[src/rtl/cu.sv]
`default_nettype none
// +----------------------------------------------------------------------+
// | Module : cu                                                          |
// | Brief  : MyCPU control unit. Fetches 16-bit instructions over a      |
// |          req/ack handshake, decodes them into FU function select,    |
// |          register-file addresses and strobes, steps the PC and       |
// |          resolves conditional branches from the latched N/Z flags.   |
// | Rev    : 1.0  initial release                                        |
// +----------------------------------------------------------------------+

package cu_pkg;
  // FU function select; only the encoding the control unit itself emits
  // is named here, ALU instructions pass IR[13:10] through unchanged.
  typedef logic [3:0] fs_t;
  localparam fs_t FMOVA = 4'h0;
endpackage

module cu
  import cu_pkg::*;
#(
  parameter logic [15:0] RESET_PC = 16'h0000
) (
  input  logic        clk,
  input  logic        rst,
  input  logic [15:0] mem_rdata_in,
  input  logic        mem_ack_in,
  input  logic [15:0] a_data_in,
  input  logic [15:0] b_data_in,
  input  logic [1:0]  nz_in,
  output logic        mem_req_out,
  output logic        mem_we_out,
  output logic [15:0] mem_addr_out,
  output logic [15:0] mem_wdata_out,
  output fs_t         fs_out,
  output logic [2:0]  rf_a_addr_out,
  output logic [2:0]  rf_b_addr_out,
  output logic [2:0]  rf_d_addr_out,
  output logic        rf_we_out,
  output logic [1:0]  wb_sel_out,
  output logic [15:0] imm_out,
  output logic [15:0] pc_out,
  output logic        halted_out
);

  localparam logic [2:0] S_IDLE   = 3'd0;
  localparam logic [2:0] S_FETCH  = 3'd1;
  localparam logic [2:0] S_DECODE = 3'd2;
  localparam logic [2:0] S_EXEC   = 3'd3;
  localparam logic [2:0] S_MEM    = 3'd4;
  localparam logic [2:0] S_HALT   = 3'd5;

  localparam logic [1:0] CLS_ALU = 2'b00;
  localparam logic [1:0] CLS_MEM = 2'b01;
  localparam logic [1:0] CLS_BR  = 2'b10;
  localparam logic [1:0] CLS_SPC = 2'b11;

  localparam logic [1:0] WB_FU  = 2'b00;
  localparam logic [1:0] WB_MEM = 2'b01;
  localparam logic [1:0] WB_IMM = 2'b10;

  logic [2:0]  state_q, state_d;
  logic [15:0] pc_q, pc_d;
  logic [15:0] ir_q, ir_d;
  logic [1:0]  flags_q, flags_d;
  logic        br_taken;
  logic [15:0] br_offset;

  // State and architectural registers; reset wins over everything.
  always_ff @(posedge clk) begin
    if (rst) begin
      state_q <= S_IDLE;
      pc_q    <= RESET_PC;
      ir_q    <= 16'h0000;
      flags_q <= 2'b00;
    end else begin
      state_q <= state_d;
      pc_q    <= pc_d;
      ir_q    <= ir_d;
      flags_q <= flags_d;
    end
  end

  // Next-state sequencing of the instruction cycle.
  always_comb begin
    state_d = state_q;
    case (state_q)
      S_IDLE:   state_d = S_FETCH;
      S_FETCH:  if (mem_ack_in) state_d = S_DECODE;
      S_DECODE: state_d = S_EXEC;
      S_EXEC: begin
        case (ir_q[15:14])
          CLS_MEM: state_d = S_MEM;
          CLS_SPC: state_d = ir_q[13] ? S_HALT : S_FETCH;
          default: state_d = S_FETCH;
        endcase
      end
      S_MEM:    if (mem_ack_in) state_d = S_FETCH;
      S_HALT:   state_d = S_HALT;
      default:  state_d = S_IDLE;
    endcase
  end

  // Branch condition from the latched flags (N=[1], Z=[0]).
  always_comb begin
    br_offset = {{8{ir_q[7]}}, ir_q[7:0]};
    case (ir_q[13:12])
      2'b00:   br_taken = 1'b1;
      2'b01:   br_taken = flags_q[0];
      2'b10:   br_taken = flags_q[1];
      default: br_taken = ~flags_q[0];
    endcase
  end

  // PC / IR / flags updates: fetch completion, taken branch, ALU flags.
  always_comb begin
    pc_d    = pc_q;
    ir_d    = ir_q;
    flags_d = flags_q;
    if (state_q == S_FETCH && mem_ack_in) begin
      ir_d = mem_rdata_in;
      pc_d = pc_q + 16'd1;
    end
    if (state_q == S_EXEC) begin
      if (ir_q[15:14] == CLS_BR && br_taken) begin
        pc_d = pc_q + br_offset;
      end
      if (ir_q[15:14] == CLS_ALU) begin
        flags_d = nz_in;
      end
    end
  end

  // Per-state output decode; everything idles low with FMOVA selected.
  always_comb begin
    mem_req_out   = 1'b0;
    mem_we_out    = 1'b0;
    mem_addr_out  = 16'h0000;
    mem_wdata_out = 16'h0000;
    fs_out        = FMOVA;
    rf_we_out     = 1'b0;
    wb_sel_out    = WB_FU;
    case (state_q)
      S_FETCH: begin
        mem_req_out  = 1'b1;
        mem_addr_out = pc_q;
      end
      S_EXEC: begin
        case (ir_q[15:14])
          CLS_ALU: begin
            fs_out     = ir_q[13:10];
            rf_we_out  = 1'b1;
            wb_sel_out = WB_FU;
          end
          CLS_SPC: begin
            if (!ir_q[13]) begin
              rf_we_out  = 1'b1;
              wb_sel_out = WB_IMM;
            end
          end
          default: ;
        endcase
      end
      S_MEM: begin
        mem_req_out   = 1'b1;
        mem_we_out    = ir_q[13];
        mem_addr_out  = a_data_in;
        mem_wdata_out = b_data_in;
        // Load data goes straight from the bus into the register file.
        if (!ir_q[13] && mem_ack_in) begin
          rf_we_out  = 1'b1;
          wb_sel_out = WB_MEM;
        end
      end
      default: ;
    endcase
  end

  assign rf_d_addr_out = ir_q[9:7];
  assign rf_a_addr_out = ir_q[6:4];
  assign rf_b_addr_out = ir_q[3:1];
  assign imm_out       = {9'b0, ir_q[6:0]};
  assign pc_out        = pc_q;
  assign halted_out    = (state_q == S_HALT);

endmodule
`default_nettype wire

[config.mk]
export PLATFORM = sky130hd
export DESIGN_NAME = cu
export DESIGN_NICKNAME = d
export VERILOG_FILES = /design/src/rtl/cu.sv
export SDC_FILE = /design/constraint.sdc
export NUM_CORES = 1
export LEC_CHECK = 0
export ABC_AREA = 1
export BUFFER_PORTS_ARGS = -buffer_cell sky130_fd_sc_hd__buf_2
export CAP_MARGIN = 25
export CELL_PAD_IN_SITES_DETAIL_PLACEMENT = 0
export CELL_PAD_IN_SITES_GLOBAL_PLACEMENT = 1
export CORE_MARGIN = 3
export CORE_UTILIZATION = 35
export DETAILED_ROUTE_END_ITERATION = 8
export GPL_TIMING_DRIVEN = 0
export HOLD_SLACK_MARGIN = 0.03
export PLACE_DENSITY = 0.86
export SETUP_SLACK_MARGIN = 0.4
export SLEW_MARGIN = 40
export SYNTH_ARGS = -nofsm -noshare
export SYNTH_HDL_FRONTEND = slang
export SYNTH_SLANG_ARGS = --single-unit
export TNS_END_PERCENT = 20
[constraint.sdc]
create_clock -name clk -period 4.04 [get_ports clk]
set_clock_uncertainty 0.15 [all_clocks]
set_input_delay 0.404 -clock clk [delete_from_list [all_inputs] [get_ports clk]]
set_output_delay 0.404 -clock clk [all_outputs]
set_load 0.02 [all_outputs]
* Yosys cells after proc, flatten, opt, wreduce, memory -nomap -nowiden
Cells that the tools add are included.
** Word-level totals
- Register bits :: 37
- Bits of input ports :: 53
- Output and inout port bits :: 83
- Word-level logic and storage cells :: 52
** Operators by class
- Add/sub/neg operators :: 2
- Eq/ne operators :: 12
- Multiplexer cells :: 23
- Bitwise logic cells :: 1
- Reduce and logical (&&, ||, !) cells :: 10
** Operator list (count)
- 16-bit two-way mux :: 4
- 16-bit one-hot mux with 2 select lines :: 1
- 3-bit one-hot mux with 6 select lines :: 1
- 16-bit by 1-bit adder with 16-bit output (second input constant) :: 1
- 16-bit adder :: 1
- 3-bit two-way mux :: 3
- 4-bit two-way mux :: 2
- 2-bit equality test (second input constant) :: 3
- 3-bit by 2-bit equality test with 1-bit output (second input constant) :: 2
- 3-bit equality test (second input constant) :: 2
- 3-bit one-hot mux with 2 select lines :: 1
- 1-bit two-way mux :: 5
- 2-bit by 1-bit equality test with 1-bit output (second input constant) :: 2
- 2-bit logical NOT :: 2
- 2-bit two-way mux :: 2
- 2-bit inequality test (second input constant) :: 2
- 1-bit one-hot mux with 2 select lines :: 2
- 2-bit one-hot mux with 2 select lines :: 1
- 2-bit AND reduction :: 2
- 3-bit by 1-bit equality test with 1-bit output (second input constant) :: 1
- 1-bit logical AND :: 3
- 3-bit logical NOT :: 1
- 1-bit one-hot mux with 3 select lines :: 1
- 2-bit OR reduction :: 1
- other kinds (2) :: 2

* Logic depth before layout (Yosys ltp)
Gate-level depths: netlist of the first run.
- Word-level depth :: 5
- Mapped depth :: 12
- Depth with buffers taken out :: 12

* Worst setup path before layout of the first run
No wires, ideal clock.
- Path kind :: flip-flop to output port
- From :: register state_q[1]
- To :: output port rf_we_out
- Arrival time :: 1.780 ns
- Setup slack :: 1.706 ns
- Stages on the path, launching flop included :: 7
- Path buffers :: 0
- Path through :: dfxtp_1 inv_2 nor2_4 inv_4 nor3_1 a21oi_1 o21bai_1
** On the way
- Cells in the longest elaborated chain, start to end :: 2
** Ends and longest elaborated chain
- from (decl) :: RTL line 61 : logic [2:0] state_q, state_d;
- from (signal assigned) :: RTL line 76 : state_q <= state_d;
- 3-bit equality test / 3-bit by 2-bit equality test with 1-bit output (equally long branches) :: RTL line 142 : case (state_q)
- 1-bit one-hot mux with 2 select lines (*) :: RTL line 142
- to (decl) :: RTL line 38 : output logic rf_we_out,
Every way passes the cells marked *; elsewhere a longest branch is shown, timed or not.

* Final worst setup path of the first run
- From :: register state_q[1]
- To :: output port mem_wdata_out[9]
** On the way
- Cells in the longest elaborated chain, start to end :: 2
** Ends and longest elaborated chain
- 3-bit equality test :: RTL line 142
- 16-bit two-way mux :: RTL line 142
- to (decl) :: RTL line 33 : output logic [15:0] mem_wdata_out,
No other way between the ends.

==> results of run 1 <==
==> cell families (layout without fill, tap and decap cells) <==
logic type / after synthesis / count (layout) / synth area share
AND/OR/NAND/NOR: 246 / 246 / 0.3392
buffers and inverters: 101 / 235 / 0.1514
AO/OA/AOI/OAI: 91 / 91 / 0.1476
flip-flops: 37 / 37 / 0.2269
adder cells (fa/ha/maj): 21 / 21 / 0.08279
XOR/XNOR: 19 / 19 / 0.05098
other: 1 / 9 / 0.001149
==> synthesized netlist by cell type <==
cell and instances:
dfxtp_1 37, and2_1 1, nand3_4 1, nor2_8 1, nor3_1 4, buf_2 3, a22oi_1 1, nand4_1 5
nand3_1 38, nand3_2 1, nor2_1 80, clkbuf_1 5, conb_1 1, nor3_2 2, inv_4 1, nor2_2 1
buf_6 1, nor2_4 5, xor2_1 17, buf_4 27, nand4_4 1, inv_2 4, a221oi_1 1, buf_1 1
inv_1 59, a21o_1 1, nor4_1 1, o21bai_1 3, nand2_1 102, xnor2_1 2, a21oi_1 32, fa_1 1
nand2_2 3, o21ai_1 2, a22o_1 2, o211ai_1 1, o21ai_0 48, ha_1 20
==> registers in the layout (all words and copies together) (netlist names) <==
signal   count
ir_q        16
flags_q      2
state_q      3
pc_out      16
==> area by class of cell <==
type	instances	area share
Tap cell	108	0.03238
Inverter	64	0.05817
Buffer	37	0.06027
Multi-Input combinational cell	386	0.4936
Sequential cell	37	0.1775
Clock inverter	3	0.01049
Clock buffer	5	0.01649
Timing Repair Buffer	126	0.1511
==> power by group through the flow <==
stage                     combinational, mW  clock (mW)  sequential (mW)
after global routing                  0.453       0.357            0.452
after CTS                             0.411       0.343            0.445
after detailed placement              0.409           0            0.453
after global placement                0.406           0            0.452
final                                 0.409       0.337            0.445
after floorplan                       0.286           0            0.450
==> critical path: cells and delay by family (launching register included) <==
family / cells / cell delay [ps]
AND/OR/NAND/NOR: 2 / 670
flip-flops: 1 / 390
buffers and inverters: 3 / 660
==> metrics by stage <==
| step | hold WS [ps] | setup WS [ps] |
|---|---|---|
| 6_report | 132.7 | 1475 |
| 5_1_grt | 131.7 | 1284 |
| 4_1_cts | 130.6 | 1448 |
| 3_5_place_dp | 293.9 | 1787 |
| 3_3_place_gp | 292.1 | 1824 |
| 2_1_floorplan | 274.1 | 1706 |
==> path summary, 6_finish.rpt <==
kind,from,endpoint,cells past startpoint
min reg2reg,flags_q[1]$_SDFFE_PP0P_,flags_q[1]$_SDFFE_PP0P_,2
max,state_q[1]$_SDFFE_PP0P_,mem_wdata_out[9],5
max reg2reg,ir_q[7]$_SDFFE_PP0P_,pc_out[15]$_SDFF_PP0_,8
min,rst,state_q[0]$_SDFFE_PP0P_,2
==> per-layer routing <==
| metal | wire length, µm | vias up | part of all wire |
|---|---|---|---|
| li1 | - | 1917 | - |
| met1 | 4506 | 1604 | 0.44 |
| met2 | 4948 | 115 | 0.48 |
| met3 | 713 | 5 | 0.070 |
| met4 | 44 | 0 | 0.0043 |
| met5 | 0 | - | 0 |
==> flow_metrics.env, run 1 <==
export IMPL_status="completed"
export IMPL_regArea_um2=740.7
export IMPL_netlist_area_um2=3264
export IMPL_yosys_area_top_type="dfxtp_1"
export IMPL_gp_congestion=0.8236
export IMPL_drt_iter0_markers=198
export IMPL_use_met3=0.02909
export IMPL_hold_class="primary input to flip-flop"
export IMPL_overflow=0
export IMPL_die_h_um=102.6
export IMPL_final_area_um2=4173
export IMPL_p_int_uw=743.3
export IMPL_dieArea_um2=10520
export IMPL_cts_buffer_depth=2
export IMPL_ys_types=38
export IMPL_path_class="flip-flop to output port"
export IMPL_grt_antenna_before_repair=0
export IMPL_core_um2=8891
export IMPL_cp_slowest_cell="nor3_2"
export IMPL_worst_path_max_fanout=10
export IMPL_top_usage_layer="met2"
export IMPL_syn_instance_count=516
export IMPL_path_cells="nor3_2, inv_2, buf_1, nor2_1, buf_2"
export IMPL_power_mw=1.191
export IMPL_routedWlPerCell_um=13.33
export IMPL_layout_cells_non_filler=766
export IMPL_met1_usage=0.2550
export IMPL_cts_buffers=5
export IMPL_grt_pass1_vias=3388
export IMPL_switching_share=0.3760
export IMPL_slew_violations=0
export IMPL_cts_hold_buf=0
export IMPL_drcViolationCount=0
export IMPL_cp_arrival_ps=2010
export IMPL_dp_cells=758
export IMPL_mostFrequentLayoutCells="buf_2 (129), nand2_1 (102), nor2_1 (80)"
export IMPL_yosysTopAreaCellShare=0.2269
export IMPL_avgSynthCellArea_um2=6.326
export IMPL_power_frac_comb=0.343
export IMPL_ctsResizeCount=0
export IMPL_ys_seq_elements=37
export IMPL_drt_wl_total_um=10210
export IMPL_multi_input_area_um2=2059
export IMPL_powerDensity_nw_per_um2=285.5
export IMPL_pwr_share_seq=0.373
export IMPL_fp_row_count=34
export IMPL_worstMarginPinSlew_ps=611.9
export IMPL_p_sw_uw=447.9
export IMPL_placed_area_um2=4060
export IMPL_grt_first_pass_wirelength_um=16080
export IMPL_use_met2=0.3213
export IMPL_dr_pass1_iters=4
export IMPL_cts_setup_buffers=0
export IMPL_track_usage=0.1905
export IMPL_min_period_over_period=0.6349
export IMPL_drv_cap=0
export IMPL_required_ps=3490
export IMPL_layout_drive_gt1_share=0.2812
export IMPL_h_tree_depth=2
export IMPL_initial_core_util=0.3672
export IMPL_setup_violations=0
export IMPL_path_clk_slew_ps=80
export IMPL_area_growth_syn_to_layout_pct=27.83
export IMPL_grt_max_degree=14
export IMPL_io_pins=136
export IMPL_synth_warnings=0
export IMPL_ant_nets=0
export IMPL_endpoint_kind="output port"
export IMPL_clk_latency_ps=300
export IMPL_mostFrequentLayoutCell="buf_2"
export IMPL_port_buffers=126
export IMPL_fmax_mhz=389.9
export IMPL_fill_cells=977
export IMPL_ff2ff_setup_slack_ps=1770
export IMPL_synth_area_leaders="dfxtp_1 (23%), nand2_1 (12%), nor2_1 (9.2%), ha_1 (7.7%), o21ai_0 (7.4%)"
export IMPL_dp_hpwl_um=8387
export IMPL_peakVddDrop_mv=0.1734
export IMPL_cpPeakStageDelay_ps=540
export IMPL_setup_tns_ps=0
export IMPL_min_period_ps=2565
export IMPL_p_leak_nw=2.304
export IMPL_start_kind="flip-flop"
export IMPL_cts_root_buf="clkbuf_8"
export IMPL_p_clk_frac=0.283
export IMPL_diodes=0
export IMPL_finalHoldViolCount=0
export IMPL_num_vias=3641
export IMPL_clock_sinks=37
export IMPL_slew_headroom=0.5898
export IMPL_final_core_util=0.4693
export IMPL_tritoncts="yes"
export IMPL_fin_nets=731
export IMPL_die_x_um=102.6
export IMPL_vias_per_cell=4.753
export IMPL_synth_yosys_seq_area_share=0.2269
export IMPL_rsz0062_at_grt="no"
(Power assumes the default switching activity.)
==> inputs of run 2 (changes only) <==
--- a/config.mk
+++ b/config.mk
@@ -5,17 +5,17 @@
 export SDC_FILE = /design/constraint.sdc
 export NUM_CORES = 1
 export LEC_CHECK = 0
-export ABC_AREA = 1
+export ABC_AREA = 0
 export BUFFER_PORTS_ARGS = -buffer_cell sky130_fd_sc_hd__buf_2
 export CAP_MARGIN = 25
 export CELL_PAD_IN_SITES_DETAIL_PLACEMENT = 0
 export CELL_PAD_IN_SITES_GLOBAL_PLACEMENT = 1
 export CORE_MARGIN = 3
-export CORE_UTILIZATION = 35
+export CORE_UTILIZATION = 33
 export DETAILED_ROUTE_END_ITERATION = 8
 export GPL_TIMING_DRIVEN = 0
 export HOLD_SLACK_MARGIN = 0.03
-export PLACE_DENSITY = 0.86
+export PLACE_DENSITY = 0.8
 export SETUP_SLACK_MARGIN = 0.4
 export SLEW_MARGIN = 40
 export SYNTH_ARGS = -nofsm -noshare
==> constraint.sdc (replaced) <==
create_clock -name clk -period 2.53 [get_ports clk]
set_clock_uncertainty 0.15 [all_clocks]
set_input_delay 0.253 -clock clk [delete_from_list [all_inputs] [get_ports clk]]
set_output_delay 0.253 -clock clk [all_outputs]
set_load 0.02 [all_outputs]
==> flow_metrics.env, run 2 <==
export IMPL_tritoncts="yes"
export IMPL_powerDensity_nw_per_um2=301.6
export IMPL_drt_wl_total_um=11040
export IMPL_final_area_um2=4684
export IMPL_min_from="mem_rdata_in[13]"
export IMPL_start_kind="flip-flop"
export IMPL_grt_pass1_vias=3300
export IMPL_status="completed"
export IMPL_synth_warnings=0
export IMPL_yosysTopAreaCellShare=0.2409
export IMPL_dp_hpwl_um=7715
export IMPL_fmax_mhz=457.9
export IMPL_final_core_util=0.5269
export IMPL_async_reset_ff_frac=0
export IMPL_h_tree_depth=2
export IMPL_syn_instance_count=400
export IMPL_slew_headroom=0.5759
export IMPL_ys_seq_elements=37
export IMPL_rsz0062_at_grt="yes"
export IMPL_dp_cells=642
export IMPL_endpoint_kind="flip-flop"
export IMPL_synth_most_common_cell="nand2_1"
export IMPL_cp_slowest_cell="dfxtp_4"
export IMPL_crit_start="ir_q[7]$_SDFFE_PP0P_"
export IMPL_grt_antenna_before_repair=0
export IMPL_drcViolationCount=0
export IMPL_initial_core_util=0.3458
export IMPL_overflow=0
export IMPL_clk_latency_ps=300
export IMPL_hold_class="primary input to flip-flop"
export IMPL_path_class="flip-flop to flip-flop"
export IMPL_mostFrequentLayoutCells="buf_2 (131), nand2_1 (65), buf_4 (51)"
export IMPL_path_clk_slew_ps=90
export IMPL_synth_yosys_seq_area_share=0.2409
export IMPL_r2r_end="pc_out[15]$_SDFF_PP0_"
export IMPL_setup_tns_ps=0
export IMPL_port_buffers=126
export IMPL_yosys_area_top_type="dfxtp_1"
export IMPL_io_pins=136
export IMPL_dieArea_um2=10510
export IMPL_finalHoldViolCount=0
export IMPL_holdPathStages=3
export IMPL_layout_cells_non_filler=683
export IMPL_multi_input_area_um2=2422
export IMPL_synth_ff_type="dfxtp_1"
export IMPL_path_cells="buf_8, ha_4, nand4_1, a2111oi_4, a311oi_2, o311ai_4, mux2i_1, nand2_1"
export IMPL_vias_per_cell=5.124
export IMPL_cts_buffer_depth=2
export IMPL_fill_cells=833
export IMPL_regArea_um2=789.5
export IMPL_required_ps=2580
export IMPL_cts_root_buf="clkbuf_8"
export IMPL_routedWlPerCell_um=16.16
export IMPL_min_period_over_period=0.8632
export IMPL_grt_first_pass_wirelength_um=16010
export IMPL_min_period_ps=2184
export IMPL_netlist_area_um2=3074
export IMPL_drt_iter0_markers=120
export IMPL_holdWs_ps=32.34
export IMPL_cts_buffers=5
export IMPL_ys_types=55
export IMPL_fp_row_count=34
export IMPL_reg2reg_depth=8
export IMPL_ant_nets=0
export IMPL_peakVddDrop_mv=0.2192
export IMPL_area_growth_syn_to_layout_pct=52.38
export IMPL_hold_end="ir_q[13]$_SDFFE_PP0P_"
export IMPL_placed_area_um2=3896
export IMPL_cpPeakStageDelay_ps=400
export IMPL_die_x_um=102.5
export IMPL_slew_violations=0
export IMPL_rr_startpoint="ir_q[7]$_SDFFE_PP0P_"
export IMPL_worst_path_max_fanout=6
export IMPL_layout_drive_gt1_share=0.4713
export IMPL_drv_cap=0
export IMPL_dr_pass1_iters=4
export IMPL_die_h_um=102.5
export IMPL_synth_edf_count=0
export IMPL_synth_area_leaders="dfxtp_1 (24%), nand2_1 (8.2%), ha_1 (8.1%), buf_4 (6.3%), a21oi_1 (5.5%)"
export IMPL_diodes=0
export IMPL_cp_arrival_ps=2230
export IMPL_worstMarginPinSlew_ps=636.2
export IMPL_fin_nets=648
export IMPL_grt_max_degree=14
export IMPL_num_vias=3500
export IMPL_ff2ff_setup_slack_ps=350
export IMPL_ys_top_cells_by_count="nand2_1 (67), dfxtp_1 (37), a21oi_1 (34), buf_4 (26)"
export IMPL_p_leak_nw=2.167
export IMPL_track_usage=0.1937
export IMPL_avgSynthCellArea_um2=7.685
export IMPL_clock_sinks=37
export IMPL_core_um2=8891
export IMPL_mostFrequentLayoutCell="buf_2"
export IMPL_gp_congestion=0.8773
export IMPL_setup_violations=0
## run 2: power by group
group	leakage, nW	internal (mW)	total [mW]	switching [mW]
clock network	0.0481	0.196	0.446	0.250
registers	0.312	0.595	0.618	0.0235
logic	1.81	0.162	0.348	0.186
total	2.17	0.953	1.41	0.459
## run 2: worst max-delay path by stage
stage	endpoint	slack, ps	depth (start not counted)
6_report	pc_out[15]$_SDFF_PP0_	350	8
5_1_grt	pc_out[15]$_SDFF_PP0_	280	8
4_1_cts	pc_out[15]$_SDFF_PP0_	360	7
3_5_place_dp	mem_addr_out[5]	4	5
3_3_place_gp	mem_addr_out[5]	-210	5
2_1_floorplan	pc_out[14]$_SDFF_PP0_	390	8
## run 2: repair_timing
action,4_1_cts,5_1_grt
setup endpoints to repair,46,46
pin swaps,14,27
setup buffers,14,11
gates resized for setup,57,43
gates cloned,1,1
endpoints found under the hold margin,5,1
hold buffers,5,1
## run 2: layer usage
layer  wire length, µm  vias to the layer above  track usage  share of wire
li1                  -                     1740            -              -
met1              4685                     1627       0.2339           0.42
met2              5528                      120       0.3565           0.50
met3               654                       13      0.02706          0.059
met4               171                        0      0.05348          0.015
met5                 0                        -            0              0
## run 2: cell families (layout without fill, tap and decap cells)
group | after synthesis | after routing | share of synthesized area
AOI/OAI and AO/OA | 98 | 98 | 0.2218
xor gates and xnor gates | 22 | 22 | 0.06268
adders and majority gates | 21 | 21 | 0.08791
buffers and inverters | 56 | 223 | 0.1074
DFF | 37 | 37 | 0.2409
muxes | 2 | 2 | 0.006512
other | 1 | 9 | 0.001220
and+or+nand+nor | 163 | 163 | 0.2715
## run 2: worst max-delay path: cells and delay by family (launching register included)
| kind | cells | cell delay (ps) |
|---|---|---|
| compound gates | 3 | 600 |
| flops | 1 | 400 |
| fa+ha+maj | 1 | 290 |
| simple gates | 2 | 260 |
| mux | 1 | 220 |
| buf+inv | 1 | 150 |
## run 2: metrics by stage
| step | total power, mW | setup slack [ps] |
|---|---|---|
| 2_1_floorplan | 0.8191 | 393.8 |
| 3_3_place_gp | 0.9182 | -211.7 |
| 3_5_place_dp | 0.9231 | 4.335 |
| 4_1_cts | 1.396 | 360.5 |
| 5_1_grt | 1.475 | 275.3 |
| 6_report | 1.413 | 346.2 |
## run 2: cell type report
class / count / share of cell area
multi-input cells: 315 / 0.5171
inverters: 10 / 0.008013
clock inverters: 3 / 0.004808
repair buffers: 159 / 0.1918
flip-flops and latches: 37 / 0.1685
clock buffers: 5 / 0.01469
well taps: 108 / 0.02885
plain buffers: 46 / 0.06624
